<file path="src/rtl/vga_fb_arbiter.sv">
// Frame-buffer arbiter: display reads get fixed-latency priority access to a single-port RAM;
// writer pixels wait in a one-entry holding register and drain into free RAM slots.
module vga_fb_arbiter #(
  parameter int H_ACT  = 640,
  parameter int V_ACT  = 480,
  parameter int ADDR_W = 19,
  parameter int DATA_W = 24,
  parameter int RD_LAT = 2
) (
  input  logic              clk_25m,
  input  logic              rst_n,
  input  logic              rd_req,
  input  logic [11:0]       rd_xpos,
  input  logic [11:0]       rd_ypos,
  output logic [DATA_W-1:0] rd_data,
  output logic              rd_valid,
  input  logic              wr_valid,
  output logic              wr_ready,
  input  logic [ADDR_W-1:0] wr_addr,
  input  logic [DATA_W-1:0] wr_data,
  output logic              wr_done,
  output logic              mem_en,
  output logic              mem_we,
  output logic [ADDR_W-1:0] mem_addr,
  output logic [DATA_W-1:0] mem_wdata,
  input  logic [DATA_W-1:0] mem_rdata
);

  localparam logic [11:0] H_ACT_C = 12'(H_ACT);
  localparam logic [11:0] V_ACT_C = 12'(V_ACT);

  typedef enum logic [1:0] {
    GRANT_NONE = 2'd0,
    GRANT_RD   = 2'd1,
    GRANT_WR   = 2'd2
  } grant_e;

  logic              in_range_s;
  logic [23:0]       row_base_s;
  logic [23:0]       lin_addr_s;
  logic [ADDR_W-1:0] rd_addr_s;
  logic              rd_go_s;

  logic              load_s;
  logic              hold_full_r;
  logic              hold_full_next_s;
  logic [ADDR_W-1:0] hold_addr_r;
  logic [ADDR_W-1:0] hold_addr_next_s;
  logic [DATA_W-1:0] hold_data_r;
  logic [DATA_W-1:0] hold_data_next_s;
  grant_e            grant_next_s;

  logic              mem_en_r;
  logic              mem_we_r;
  logic [ADDR_W-1:0] mem_addr_r;
  logic [DATA_W-1:0] mem_wdata_r;
  logic              wr_done_r;
  logic              wr_ready_r;

  logic [RD_LAT:0]   vld_pipe_r;
  logic [RD_LAT:0]   rng_pipe_r;
  logic [DATA_W-1:0] rd_data_s;

  // Stage 0: range check and linear address of the requested pixel.
  always_comb begin
    in_range_s = (rd_xpos < H_ACT_C) && (rd_ypos < V_ACT_C);
    row_base_s = {12'd0, rd_ypos} * {12'd0, H_ACT_C};
    lin_addr_s = row_base_s + {12'd0, rd_xpos};
    rd_addr_s  = ADDR_W'(lin_addr_s);
    rd_go_s    = rd_req & in_range_s;
  end

  // Holding-register next state and slot arbitration for the following cycle.
  always_comb begin
    load_s           = wr_valid & wr_ready_r;
    hold_full_next_s = hold_full_r;
    hold_addr_next_s = hold_addr_r;
    hold_data_next_s = hold_data_r;
    grant_next_s     = GRANT_NONE;
    if (load_s) begin
      hold_full_next_s = 1'b1;
      hold_addr_next_s = wr_addr;
      hold_data_next_s = wr_data;
    end else if (wr_done_r) begin
      // The write granted this cycle empties the register at the edge.
      hold_full_next_s = 1'b0;
    end else begin
      hold_full_next_s = hold_full_r;
    end
    if (rd_go_s) begin
      grant_next_s = GRANT_RD;
    end else if (hold_full_next_s) begin
      grant_next_s = GRANT_WR;
    end else begin
      grant_next_s = GRANT_NONE;
    end
  end

  // Holding register and writer handshake.
  always_ff @(posedge clk_25m or negedge rst_n) begin
    if (!rst_n) begin
      hold_full_r <= 1'b0;
      hold_addr_r <= {ADDR_W{1'b0}};
      hold_data_r <= {DATA_W{1'b0}};
      wr_ready_r  <= 1'b1;
    end else begin
      hold_full_r <= hold_full_next_s;
      hold_addr_r <= hold_addr_next_s;
      hold_data_r <= hold_data_next_s;
      wr_ready_r  <= ~hold_full_next_s;
    end
  end

  // RAM port: address and data hold their last value when idle so they never go X.
  always_ff @(posedge clk_25m or negedge rst_n) begin
    if (!rst_n) begin
      mem_en_r    <= 1'b0;
      mem_we_r    <= 1'b0;
      mem_addr_r  <= {ADDR_W{1'b0}};
      mem_wdata_r <= {DATA_W{1'b0}};
      wr_done_r   <= 1'b0;
    end else begin
      case (grant_next_s)
        GRANT_RD: begin
          mem_en_r    <= 1'b1;
          mem_we_r    <= 1'b0;
          mem_addr_r  <= rd_addr_s;
          mem_wdata_r <= mem_wdata_r;
          wr_done_r   <= 1'b0;
        end
        GRANT_WR: begin
          mem_en_r    <= 1'b1;
          mem_we_r    <= 1'b1;
          mem_addr_r  <= hold_addr_next_s;
          mem_wdata_r <= hold_data_next_s;
          wr_done_r   <= 1'b1;
        end
        default: begin
          mem_en_r    <= 1'b0;
          mem_we_r    <= 1'b0;
          mem_addr_r  <= mem_addr_r;
          mem_wdata_r <= mem_wdata_r;
          wr_done_r   <= 1'b0;
        end
      endcase
    end
  end

  // Return pipeline: a request taken at t surfaces at t+1+RD_LAT regardless of writes.
  always_ff @(posedge clk_25m or negedge rst_n) begin
    if (!rst_n) begin
      vld_pipe_r <= {(RD_LAT+1){1'b0}};
      rng_pipe_r <= {(RD_LAT+1){1'b0}};
    end else begin
      vld_pipe_r <= {vld_pipe_r[RD_LAT-1:0], rd_req};
      rng_pipe_r <= {rng_pipe_r[RD_LAT-1:0], in_range_s};
    end
  end

  // RAM data arrives in the same cycle as the qualifier, so the final mux is combinational.
  always_comb begin
    rd_data_s = {DATA_W{1'b0}};
    if (vld_pipe_r[RD_LAT] && rng_pipe_r[RD_LAT]) begin
      rd_data_s = mem_rdata;
    end else begin
      rd_data_s = {DATA_W{1'b0}};
    end
  end

  assign rd_data   = rd_data_s;
  assign rd_valid  = vld_pipe_r[RD_LAT];
  assign wr_ready  = wr_ready_r;
  assign wr_done   = wr_done_r;
  assign mem_en    = mem_en_r;
  assign mem_we    = mem_we_r;
  assign mem_addr  = mem_addr_r;
  assign mem_wdata = mem_wdata_r;

endmodule

</file>
<file path="config.mk">
export PLATFORM = sky130hd
export DESIGN_NAME = vga_fb_arbiter
export DESIGN_NICKNAME = d
export VERILOG_FILES = /design/src/rtl/vga_fb_arbiter.sv
export SDC_FILE = /design/constraint.sdc
export NUM_CORES = 1
export LEC_CHECK = 0
export CORE_MARGIN = 3
export CORE_UTILIZATION = 45
export DETAILED_ROUTE_END_ITERATION = 8
export GPL_TIMING_DRIVEN = 0
export PLACE_DENSITY_LB_ADDON = 0.3
export SYNTH_ARGS = -nofsm -noshare
export SYNTH_HDL_FRONTEND = slang
export SYNTH_SLANG_ARGS = --single-unit
</file>
<file path="constraint.sdc">
create_clock -name clk_25m -period 2.1 [get_ports clk_25m]
set_input_delay 0.315 -clock clk_25m [delete_from_list [all_inputs] [get_ports clk_25m]]
set_output_delay 0.315 -clock clk_25m [all_outputs]
set_load 0.02 [all_outputs]
</file>
==> out/results.ini, run 1 <==
[run_status]
run_status = finished, violations left
failed_checks = setup timing

[logic_synthesis]
async_flop_share_pct = 100
ys_seq_elements = 96
synth_top_area_share_pct = 51.3
synth_top_cell_by_area = dfrtp_1
synth_warnings = 0
ys_seq_area_share_pct = 51.9
synth_ff_type = dfrtp_1
syn_area_um2 = 4630
yosysUniqueCellTypes = 48
synth.net_count = 479
synthCells = 360
synth_area_leaders = dfrtp_1, mux2_2, ha_1, mux2i_1, and3_1
synth_edf_count = 0
avgSynthCellArea_um2 = 12.9

[worst_setup_path]
worst_path_dominant_cell_family = adder cells
crit_type = in -> reg
r2r.worst_path.cells = 6
cp-start-kind = input pin
r2r_end = mem_wdata[15]
crit_top_cell = ha_4
cp-startpoint = rd_ypos[3]
r2r-start = wr_ready
cp_data_required_time_ps = 2360
regToRegSetupSlack_ps = 140
cp-endpoint = mem_addr[18]
endpoint_kind = flop
worstPathCellList = buf_8 -> ha_4 -> ha_4 -> fa_2 -> a21o_1 -> a221oi_4 -> xnor2_2 -> nand3_2 -> or4_1 -> o211ai_1
crit_fanout = 3
cp.depth = 10
crit_path_max_incr_delay_ps = 490
arrival_ps = 2660
critPathBufInv = 1
critical_path.slowest_cell = or4_1

[placed_design]
dp_slack_ps = -1260
portBuffers = 166
dp_cells = 660
gp_congestion = 0.795
hpwl_um = 8680
place_area_um2 = 6540

[sta]
layout_setup_ws_ps = -298
hold_ws_ps = 356
setup_violations = 4
fmax_mhz = 417
min_period_ps = 2400
slew_headroom_pct = 61.5
worst_pin_slew_ps = 578
post-route-period-util_pct = 114
tns_ps = -631
final_max_slew_viol_count = 0
hold_viol = 0
final.setup_skew_ps = 11.4
rsz0062_at_grt = true

[floorplan]
core_um2 = 9910
die_x_um = 107
start_util_pct = 46.7
std_cell_rows = 36
die-area_um2 = 11500
die_h_um = 107
io_pins = 167

[clock_network]
insertion_delay_ps = 350
cts_tree = yes
cts_buffers = 9
cts.clk_slew.worst_paths_ps = 80
htreeDepth = 3
cts_root_buf = clkbuf_8
clockBufferDepth = 2
cts.sinks = 96

[detailed_routing]
via_per_inst = 5.05
drt-total-wl_um = 11800
wl_per_cell_um = 17.1
antenna_left = 0
vias = 3493
drt_pre_antenna_iters = 4
drt-initial-drc-count = 107
remaining_drc_errors = 0

[power_and_ir_drop]
power.density_nw_per_um2 = 1240
power_mw = 8.94
leakagePower_nw = 3.48
vdd_drop_max_mv = 0.776

[grt]
overflow = 0
antenna_found_initial = 0
grt_first_pass_wirelength_um = 18200
grt_max_degree = 54
grt_use_total_pct = 20.0
grt_pass1_vias = 3642

[final_layout]
area_growth_pct = 55.2
drive_gt1_share_pct = 26.7
fin_util_pct = 72.5
final_common_cell = clkdlybuf4s50_1
final_area_um2 = 7190
diodes = 0
final_cells = 691
nets = 672
nFillCells = 744
final_cell_mix = clkdlybuf4s50_1, dfrtp_1, mux2_2, and3_1, mux2i_1

[job]
maxCapViolations = 0

[min_path]
hp-class = reg -> reg

-- state kept, by name (all words and copies together), names as in the netlist --
register and flops:
vld_pipe_r 3, mem_en 1, rng_pipe_r 3, hold_addr_r 19, mem_wdata 24, wr_ready 1, hold_full_r 1, hold_data_r 24
wr_done 1, mem_addr 19
-- metal layers --
layer | vias to the layer above | global-route usage, % | routed length, um
met5 | - | 0 | 0
met1 | 1714 | 24.1 | 4740
met4 | 0 | 4.87 | 174
met2 | 83 | 36.4 | 6360
met3 | 13 | 4.08 | 556
li1 | 1683 | - | -
-- layout make-up --
class | count | area (um2) | share of cell area, %
sequential | 96 | 2400 | 33.5
tap | 133 | 166 | 2.32
inverter | 8 | 30.0 | 0.418
multi-input combinational | 240 | 2380 | 33.2
timing repair buffer | 182 | 1840 | 25.6
buffer | 16 | 82.6 | 1.15
clock inverter | 6 | 138 | 1.92
clock buffer | 10 | 138 | 1.92
-- logic make-up after synthesis --
logic type,count (synthesis),share of synthesized area [%]
adder cells (fa/ha/maj),24,6.81
multiplexers,91,21.5
buffers and inverters,24,2.08
AO/OA/AOI/OAI,47,6.73
flip-flops,96,51.9
AND/OR/NAND/NOR,63,7.67
XOR/XNOR,15,3.32
-- synth_stat cells (2+ instances only) --
| cell type | n |
|---|---|
| nor2_1 | 15 |
| nor2b_1 | 3 |
| mux2i_1 | 24 |
| o21ai_1 | 3 |
| a21o_1 | 5 |
| xnor2_1 | 6 |
| nand2_1 | 5 |
| ha_1 | 22 |
| o211ai_1 | 6 |
| clkbuf_1 | 10 |
| mux2_1 | 8 |
| and3_1 | 25 |
| nor3_1 | 2 |
| buf_2 | 2 |
| or4_1 | 2 |
| nand4_1 | 2 |
| inv_1 | 7 |
| fa_1 | 2 |
| mux2_2 | 59 |
| o21ai_0 | 5 |
| a21oi_1 | 18 |
| dfrtp_1 | 95 |
| xor2_2 | 2 |
| xor2_1 | 6 |
| buf_1 | 3 |
-- what timing repair did --
item / in CTS / in global routing
endpoints found under the setup margin: 58 / 51
pin swaps: 12 / 11
resized for setup: 62 / 33
endpoints found under the hold margin: 42 / 0
hold buffers: 1 / 0
setup buffers: 8 / 7
-- worst min-delay path by stage --
stage,start,to,depth (start not counted)
finish,vld_pipe_r[1],vld_pipe_r[2],0
global placement,vld_pipe_r[1],vld_pipe_r[2],0
floorplan,rst_n,hold_addr_r[0],0
detailed placement,vld_pipe_r[1],vld_pipe_r[2],0
CTS,vld_pipe_r[1],vld_pipe_r[2],0
global route,vld_pipe_r[1],vld_pipe_r[2],0
-- worst reg2reg max path: cells and delay by family, from the launching register on --
| family | cells | cell delay, ps |
|---|---|---|
| AOI/OAI and AO/OA | 1 | 190 |
| muxes | 1 | 360 |
| DFF | 1 | 540 |
| buffers and inverters | 2 | 400 |
| and+or+nand+nor | 2 | 360 |
-- where the power goes --
part / total, mW / internal, mW / switching (mW) / leakage [nW]
combinational: 4.25 / 2.28 / 1.98 / 2.22
sequential: 3.11 / 2.76 / 0.349 / 1.13
clock: 1.58 / 0.953 / 0.625 / 0.137
Power figures use the tool's default switching activity.
==> run 2, diff against run 1 <==
- CORE_MARGIN: 3 -> 2
==> run 2 against run 1 <==
The flow still finishes with violations (setup timing). Via count grew 0.23%. Final cell count grew 0.72%. Design area shrank 1.5%. Sequential power is essentially flat. Combinational power is essentially flat. Fmax grew 1.6%. Clock skew grew 1.1 ps. Die area shrank 3.7%. Worst setup slack gained 37 ps. Critical endpoint unchanged. Largest power group unchanged.
==> out/results.ini, run 2 (synthesis results as in run 1) <==
[final_layout]
nFillCells = 729
final_cells = 696
final_cell_mix = clkdlybuf4s50_1, dfrtp_1, mux2_2, and3_1, mux2i_1
area_growth_pct = 52.9
final_common_cell = clkdlybuf4s50_1
nets = 674
drive_gt1_share_pct = 26.8
diodes = 0

[placed_design]
portBuffers = 166
dp_cells = 663
gp_congestion = 0.811
dp_slack_ps = -1170
hpwl_um = 8380

[worst_setup_path]
crit_path_max_incr_delay_ps = 520
worst_path_dominant_cell_family = adder cells
crit_type = in -> reg
cp-start-kind = input pin
worstPathCellList = buf_8 -> ha_4 -> ha_4 -> fa_2 -> buf_4 -> buf_6 -> xor2_4 -> a22oi_2 -> o22ai_2 -> nand4b_1 -> or4_1 -> o211ai_1
critPathBufInv = 3
arrival_ps = 2630
crit_top_cell = ha_4
cp_data_required_time_ps = 2370
critical_path.slowest_cell = or4_1
endpoint_kind = flop
crit_fanout = 3

[min_path]
hp-class = reg -> reg

[power_and_ir_drop]
power.density_nw_per_um2 = 1220
vdd_drop_max_mv = 0.608
leakagePower_nw = 3.28

[sta]
min_period_ps = 2360
worst_pin_slew_ps = 630
layout_setup_ws_ps = -261
hold_ws_ps = 356
post-route-period-util_pct = 112
slew_headroom_pct = 58.0
fmax_mhz = 424
setup_violations = 4
hold_viol = 0
rsz0062_at_grt = true
final_max_slew_viol_count = 0
final.setup_skew_ps = 12.5

[grt]
overflow = 0
grt_use_total_pct = 20.6
grt_max_degree = 50
antenna_found_initial = 0
grt_pass1_vias = 3664
grt_first_pass_wirelength_um = 18300

[detailed_routing]
wl_per_cell_um = 16.4
vias = 3501
via_per_inst = 5.03
antenna_left = 0
remaining_drc_errors = 0
drt_pre_antenna_iters = 4
drt-total-wl_um = 11400
drt-initial-drc-count = 110

[clock_network]
cts.sinks = 96
cts.clk_slew.worst_paths_ps = 100
clockBufferDepth = 2
cts_buffers = 9
cts_root_buf = clkbuf_8
insertion_delay_ps = 360
cts_tree = yes
htreeDepth = 3

[floorplan]
die_x_um = 105
die-area_um2 = 11100
die_h_um = 105
io_pins = 167
core_um2 = 10100
start_util_pct = 45.7
std_cell_rows = 37

[job]
maxCapViolations = 0

[run_status]
failed_checks = setup timing
run_status = finished, violations left

run 2: changes by cell type in the layout (fill, tap and decap cells not counted), moves of 2 or more:
| cell | change |
|---|---|
| buf_4 | +4 |
| bufinv_16 | -3 |
| clkbuf_2 | +2 |
| clkinvlp_4 | +2 |
| dlygate4sd2_1 | +14 |
| dlymetal6s2s_1 | -13 |
run 2: cell type report:
type | count | area (um2) | area share [%]
well taps | 136 | 170 | 2.40
clock inverters | 6 | 73.8 | 1.04
multi-input cells | 240 | 2380 | 33.7
repair buffers | 184 | 1800 | 25.4
flip-flops and latches | 96 | 2400 | 34.0
clock buffers | 10 | 138 | 1.94
plain buffers | 16 | 82.6 | 1.17
inverters | 8 | 30.0 | 0.424
run 2: per-stage QoR:
step / setup TNS, ps / util (%) / cell area (um2) / total power [mW]
after global placement: -280060 / 64.3 / 6520 / 7.07
after global routing: -1020 / 69.8 / 7080 / 9.14
after detailed placement: -23690 / 64.6 / 6550 / 7.22
final: -688 / 69.8 / 7080 / 8.60
after floorplan: -872 / - / 4690 / 5.55
after CTS: -688 / 68.8 / 6970 / 8.59
run 2: path summary, 6_finish.rpt:
kind	start	endpoint	slack (ps)	depth (start not counted)
worst max-delay path	rd_ypos[3]	mem_addr[18]	-260	12
worst min-delay path	rng_pipe_r[1]	rng_pipe_r[2]	360	0
worst max register to register	wr_ready	mem_addr[15]	150	5
worst min register to register	rng_pipe_r[1]	rng_pipe_r[2]	360	0
max in group asynchronous	rst_n	wr_ready	890	3
min in group asynchronous	rst_n	hold_addr_r[4]	500	2
run 2: repair_timing:
item,4_1_cts,5_1_grt
setup buffers,8,8
resized for setup,73,22
hold endpoints to repair,31,0
hold buffers,1,0
pin swaps,14,11
setup endpoints to repair,58,44
run 2: report_power, final:
part | leakage, nW | switching [mW] | internal, mW
combinational | 2.05 | 1.99 | 2.27
sequential | 1.13 | 0.321 | 2.76
clock | 0.101 | 0.665 | 0.598
total | 3.28 | 2.97 | 5.63
run 2: per-layer routing:
layer  up-vias  global-route usage (%)  share of wire, %
met2        86                    36.1                52
li1       1688                       -                 -
met1      1712                    25.9                43
met5         -                       0                 0
met4         0                    7.43               1.3
met3        15                    3.09               3.7
